File: src/rtl/nco_pkg.sv
// Shared types and constants for the phase-accumulator NCO: FSM states,
// default angle width and the dither LFSR polynomial/seed.
package nco_pkg;

   typedef enum logic [1:0] {
      ST_IDLE,
      ST_RUN,
      ST_DONE
   } nco_state_e;

   localparam int unsigned ANGLE_W_DEF     = 32;
   localparam int unsigned DITHER_BITS_DEF = 4;

   // x^16 + x^14 + x^13 + x^11 + 1 as state-bit taps 15, 13, 12, 10
   localparam logic [15:0] LFSR_TAPS = 16'hB400;
   localparam logic [15:0] LFSR_SEED = 16'hACE1;

   function automatic logic [15:0] lfsr_step(input logic [15:0] s);
      return {s[14:0], ^(s & LFSR_TAPS)};
   endfunction

endpackage

File: src/rtl/phase_accum_nco_lfsr16.sv
// 16-bit Fibonacci LFSR used for angle dither; loads the seed on reset and
// advances one step per enabled cycle.
module lfsr16
   import nco_pkg::*;
#(
   parameter logic [15:0] SEED = LFSR_SEED
) (
   input  logic        clk,
   input  logic        rst_n,
   input  logic        en,
   output logic [15:0] lfsr_state
);

   always_ff @(posedge clk or negedge rst_n) begin
      if (!rst_n) begin
         lfsr_state <= SEED;
      end else if (en) begin
         lfsr_state <= lfsr_step(lfsr_state);
      end
   end

endmodule

File: src/rtl/phase_accum_nco.sv
// Burst/continuous phase-accumulator NCO with valid/ready angle output.
// Optional angle dither is enabled by defining PHASE_DITHER_EN.
module phase_accum_nco
   import nco_pkg::*;
#(
   parameter int unsigned ANGLE_W     = ANGLE_W_DEF,
   parameter int unsigned DITHER_BITS = DITHER_BITS_DEF
) (
   input  logic               clk,
   input  logic               rst_n,
   input  logic               cfg_we,
   input  logic [ANGLE_W-1:0] cfg_ftw,
   input  logic [ANGLE_W-1:0] cfg_offset,
   input  logic [15:0]        cfg_len,
   input  logic               start,
   input  logic               stop,
   output logic [ANGLE_W-1:0] angle_o,
   output logic               angle_valid_o,
   input  logic               angle_ready_i,
   output logic               busy_o,
   output logic               done_o
);

   nco_state_e         state;
   logic [ANGLE_W-1:0] ftw_q;
   logic [ANGLE_W-1:0] offset_q;
   logic [ANGLE_W-1:0] acc_q;
   logic [ANGLE_W-1:0] acc_next;
   logic [15:0]        len_q;
   logic [15:0]        cnt_q;
   logic               stop_pend;
   logic               xfer;
   logic               last_beat;
   logic [ANGLE_W-1:0] dither_cur;
   logic [ANGLE_W-1:0] dither_next;

   assign xfer = angle_valid_o && angle_ready_i;

`ifdef PHASE_DITHER_EN
   logic [15:0] lfsr_state;
   logic [15:0] lfsr_next;

   lfsr16 #(.SEED(LFSR_SEED)) u_lfsr (
      .clk        (clk),
      .rst_n      (rst_n),
      .en         (xfer),
      .lfsr_state (lfsr_state)
   );

   // The registered angle for the next beat must use the post-advance LFSR value.
   always_comb begin
      lfsr_next   = lfsr_step(lfsr_state);
      dither_cur  = ANGLE_W'(lfsr_state[DITHER_BITS-1:0]);
      dither_next = ANGLE_W'(lfsr_next[DITHER_BITS-1:0]);
   end
`else
   assign dither_cur  = '0;
   assign dither_next = '0;
`endif

   always_comb begin
      acc_next  = acc_q + ftw_q;
      last_beat = ((len_q != '0) && (cnt_q == len_q - 16'd1)) || stop_pend || stop;
   end

   always_ff @(posedge clk or negedge rst_n) begin
      if (!rst_n) begin
         state         <= ST_IDLE;
         ftw_q         <= '0;
         offset_q      <= '0;
         len_q         <= '0;
         acc_q         <= '0;
         cnt_q         <= '0;
         stop_pend     <= 1'b0;
         angle_o       <= '0;
         angle_valid_o <= 1'b0;
         busy_o        <= 1'b0;
         done_o        <= 1'b0;
      end else begin
         done_o <= 1'b0;
         unique case (state)
            ST_IDLE: begin
               if (cfg_we) begin
                  ftw_q    <= cfg_ftw;
                  offset_q <= cfg_offset;
                  len_q    <= cfg_len;
               end
               if (start) begin
                  acc_q         <= '0;
                  cnt_q         <= '0;
                  stop_pend     <= 1'b0;
                  angle_o       <= offset_q + dither_cur;
                  angle_valid_o <= 1'b1;
                  busy_o        <= 1'b1;
                  state         <= ST_RUN;
               end
            end
            ST_RUN: begin
               if (stop) begin
                  stop_pend <= 1'b1;
               end
               if (xfer) begin
                  acc_q <= acc_next;
                  cnt_q <= cnt_q + 16'd1;
                  if (last_beat) begin
                     angle_valid_o <= 1'b0;
                     busy_o        <= 1'b0;
                     done_o        <= 1'b1;
                     stop_pend     <= 1'b0;
                     state         <= ST_DONE;
                  end else begin
                     angle_o <= offset_q + acc_next + dither_next;
                  end
               end
            end
            ST_DONE: begin
               state <= ST_IDLE;
            end
            default: begin
               state <= ST_IDLE;
            end
         endcase
      end
   end

endmodule

File: config.mk
export PLATFORM = sky130hd
export DESIGN_NAME = phase_accum_nco
export DESIGN_NICKNAME = d
export VERILOG_FILES = /design/src/rtl/nco_pkg.sv /design/src/rtl/phase_accum_nco_lfsr16.sv /design/src/rtl/phase_accum_nco.sv
export SDC_FILE = /design/constraint.sdc
export NUM_CORES = 1
export LEC_CHECK = 0
export ABC_CLOCK_PERIOD_IN_PS = 6700
export CAP_MARGIN = 20
export CORE_MARGIN = 2
export CORE_UTILIZATION = 50
export CTS_CLUSTER_SIZE = 16
export DETAILED_ROUTE_END_ITERATION = 10
export PLACE_DENSITY = 0.84
export SETUP_SLACK_MARGIN = 0.1
export SYNTH_ARGS = -nofsm -noshare
export SYNTH_HDL_FRONTEND = slang
export SYNTH_SLANG_ARGS = --single-unit
File: constraint.sdc
create_clock -name clk -period 6.7 [get_ports clk]
set_input_delay 0.67 -clock clk [delete_from_list [all_inputs] [get_ports clk]]
set_output_delay 0.67 -clock clk [all_outputs]
set_load 0.01 [all_outputs]
==> metrics.cfg <==
[sta]
fin_skew_ns = 0.0122
slew_violations = 0
hold_viol_final = 0
max_freq_ghz = 0.189
tightest_slew_ns = 1.04
setup_viol = 0
rsz0062_at_grt = no
fin_crit_ns = 5.30
period_share_pct = 79.2
slew-limit-headroom_pct = 30.8
finalSetupTns_ns = 0

[synth]
synth_top_cells_by_area = dfrtp_1 (41%), mux2_2 (9.1%), ha_1 (8.4%)
yosys.area.top_type_share_pct = 40.6
synth_area_um2 = 10200
synth_nets = 1188
async_flop_share_pct = 100
avgSynthCellArea_um2 = 9.86
synth-edff-count = 0
ys_ff_latch = 165
yosysSeqAreaShare_pct = 40.6
synth_ff_type = dfrtp_1
ys_types = 67
ys_warn_count = 0
synth_top_area_cell = dfrtp_1
syn_inst = 1032

[final_layout]
syn_to_final_growth_pct = 20.3
diodes = 0
drive_gt1_share_pct = 12.1
final_cell_area_um2 = 12200
final_cell_mix = dfrtp_1 (165), clkdlybuf4s50_1 (119), a21oi_1 (82), mux2_2 (82), nor2_1 (81)
seq_area_um2 = 4130
final_nets = 1293
final_common_cell = dfrtp_1
n_fill_cell = 1624
multi_input_area_um2 = 5790

[grt]
antenna_found_initial = 0
grt_pass1_vias = 8439
grt_pass1_wl_um = 41700
grtUsageTotal_pct = 24.1
gr-total-overflow = 0
grt_max_degree = 90

[clock_tree]
insertion_delay_ns = 0.44
cts_buffer_depth = 2
htree_levels = 4
cts_num_sinks = 165
cts_root_buffer = clkbuf_16
numCtsBuffers = 17
cts_resized = 0
postCtsHoldBufs = 0
post_cts_buffers = 0
clkSlewWorstSetupHoldPaths_ns = 0.07
tritoncts = done

[placed_design]
placed_cell_area_um2 = 11600
io_buffers = 120
dp_hpwl_um = 18000
gp_congestion = 0.927

[worst_setup_path]
critPathArrivalTime_ns = 5.62
crit_type = flip-flop to flip-flop
cp.required_ns = 7.01
cp-start-kind = flip-flop
critPathMaxFanout = 6
worst-r2r-setup-slack_ns = 1.40
setup.worst_path.end_class = flip-flop

[status]
status = finished clean

[floorplan]
die_y_um = 147
die_w_um = 147
start_util_pct = 50.6
num_rows = 52
ios = 121
core_um2 = 20100
dieArea_um2 = 21500

[flow_run]
drv_cap = 0

[worst_hold_path]
hp-class = primary input to async pin

[detailed_routing]
ant_nets = 0
vias_per_cell = 5.94
drt_iter0_drc = 645
drc_errors = 0
drt-wirelength-per-cell_um = 18.0
wirelength_um = 25600
first_pass_iters = 7
vias = 8438

## critical path: stages (launching register included)
cell and delay (ns):
dfrtp_1 0.39, ha_1 0.29, a211oi_1 0.28, o21ai_0 0.24, o22ai_1 0.47, o211ai_1 0.26, and2_1 0.23, a21o_1 0.18
a21oi_1 0.17, xnor2_1 0.13, ha_1 0.39, nand4_1 0.14, a2111oi_0 0.41, nand3_1 0.15, a31oi_1 0.26, o21ai_1 0.14
a21oi_1 0.24, a311o_1 0.25, nor4b_1 0.08, a2111oi_1 0.35, nand3_1 0.11
## through the flow
step / instances / util (%) / hold WS, ns / setup WS, ns
CTS: 1420 / 60.9 / 0.322 / 1.45
global placement: 1388 / 57.6 / 0.494 / 1.74
floorplan: 1032 / - / 0.374 / 2.12
global route: 1420 / 60.9 / 0.350 / 0.878
detailed placement: 1388 / 57.6 / 0.495 / 1.55
finish: 1420 / 60.9 / 0.275 / 1.40
## registers in the layout, indices dropped and copies added (netlist names)
| register | cells |
|---|---|
| len_q | 16 |
| stop_pend | 1 |
| busy_o | 1 |
| acc_q | 32 |
| offset_q | 32 |
| ftw_q | 32 |
| done_o | 1 |
| angle_o | 32 |
| cnt_q | 16 |
| state | 2 |
## metal layers
| layer | up-vias | GRT usage [%] | wire length [um] | part of all wire [%] |
|---|---|---|---|---|
| li1 | 3997 | - | - | - |
| met1 | 4106 | 31.9 | 11400 | 44 |
| met2 | 273 | 39.2 | 12100 | 47 |
| met3 | 62 | 3.78 | 1230 | 4.8 |
| met4 | 0 | 10.8 | 899 | 3.5 |
| met5 | - | 0 | 0 | 0 |
## Yosys cell counts, drive strengths merged, types with 3 or more instances
cell type,number
o31ai,4
buf,9
or4,3
nand3,18
nand2b,7
a21o,28
or2,5
nor2b,7
a311oi,4
o31a,3
inv,20
mux2,82
ha,68
xor2,30
and2,5
a211oi,10
dfrtp,165
o211a,3
nor2,83
o21bai,3
and4,4
nand4,12
or3,10
nor3,17
a21oi,82
nor4,4
a22o,33
o22ai,3
xnor2,47
clkbuf,32
a2111oi,4
o211ai,11
a31oi,23
and3,10
o21ai,64
mux2i,4
o21a,10
nand2,81
## layout make-up
type / instances / area share, %
multi-input combinational: 806 / 47.3
sequential: 165 / 33.7
timing repair buffer: 127 / 10.3
clock buffer: 18 / 3.59
tap: 270 / 2.76
clock inverter: 14 / 1.74
inverter: 20 / 0.613
## final timing paths
path / from / endpoint / cells after the start
setup / recovery: acc_q[1] / angle_o[31] / 20
hold / removal: rst_n / offset_q[26] / 1
setup reg to reg: acc_q[1] / angle_o[31] / 20
hold reg to reg: angle_o[18] / angle_o[18] / 1
max in group asynchronous: rst_n / ftw_q[6] / 2
min in group clk: angle_o[18] / angle_o[18] / 1
## kinds of logic after synthesis
logic type / after synthesis / share of synthesized area, %
adder cells (fa/ha/maj): 70 / 8.76
XOR/XNOR: 77 / 6.63
flip-flops: 165 / 40.6
AO/OA/AOI/OAI: 300 / 19.1
multiplexers: 86 / 9.47
AND/OR/NAND/NOR: 273 / 12.8
buffers and inverters: 61 / 2.66
Power is left out: the tool's default activity adds up to more than one toggle a clock period on the data nets, which glitch-free logic cannot reach.
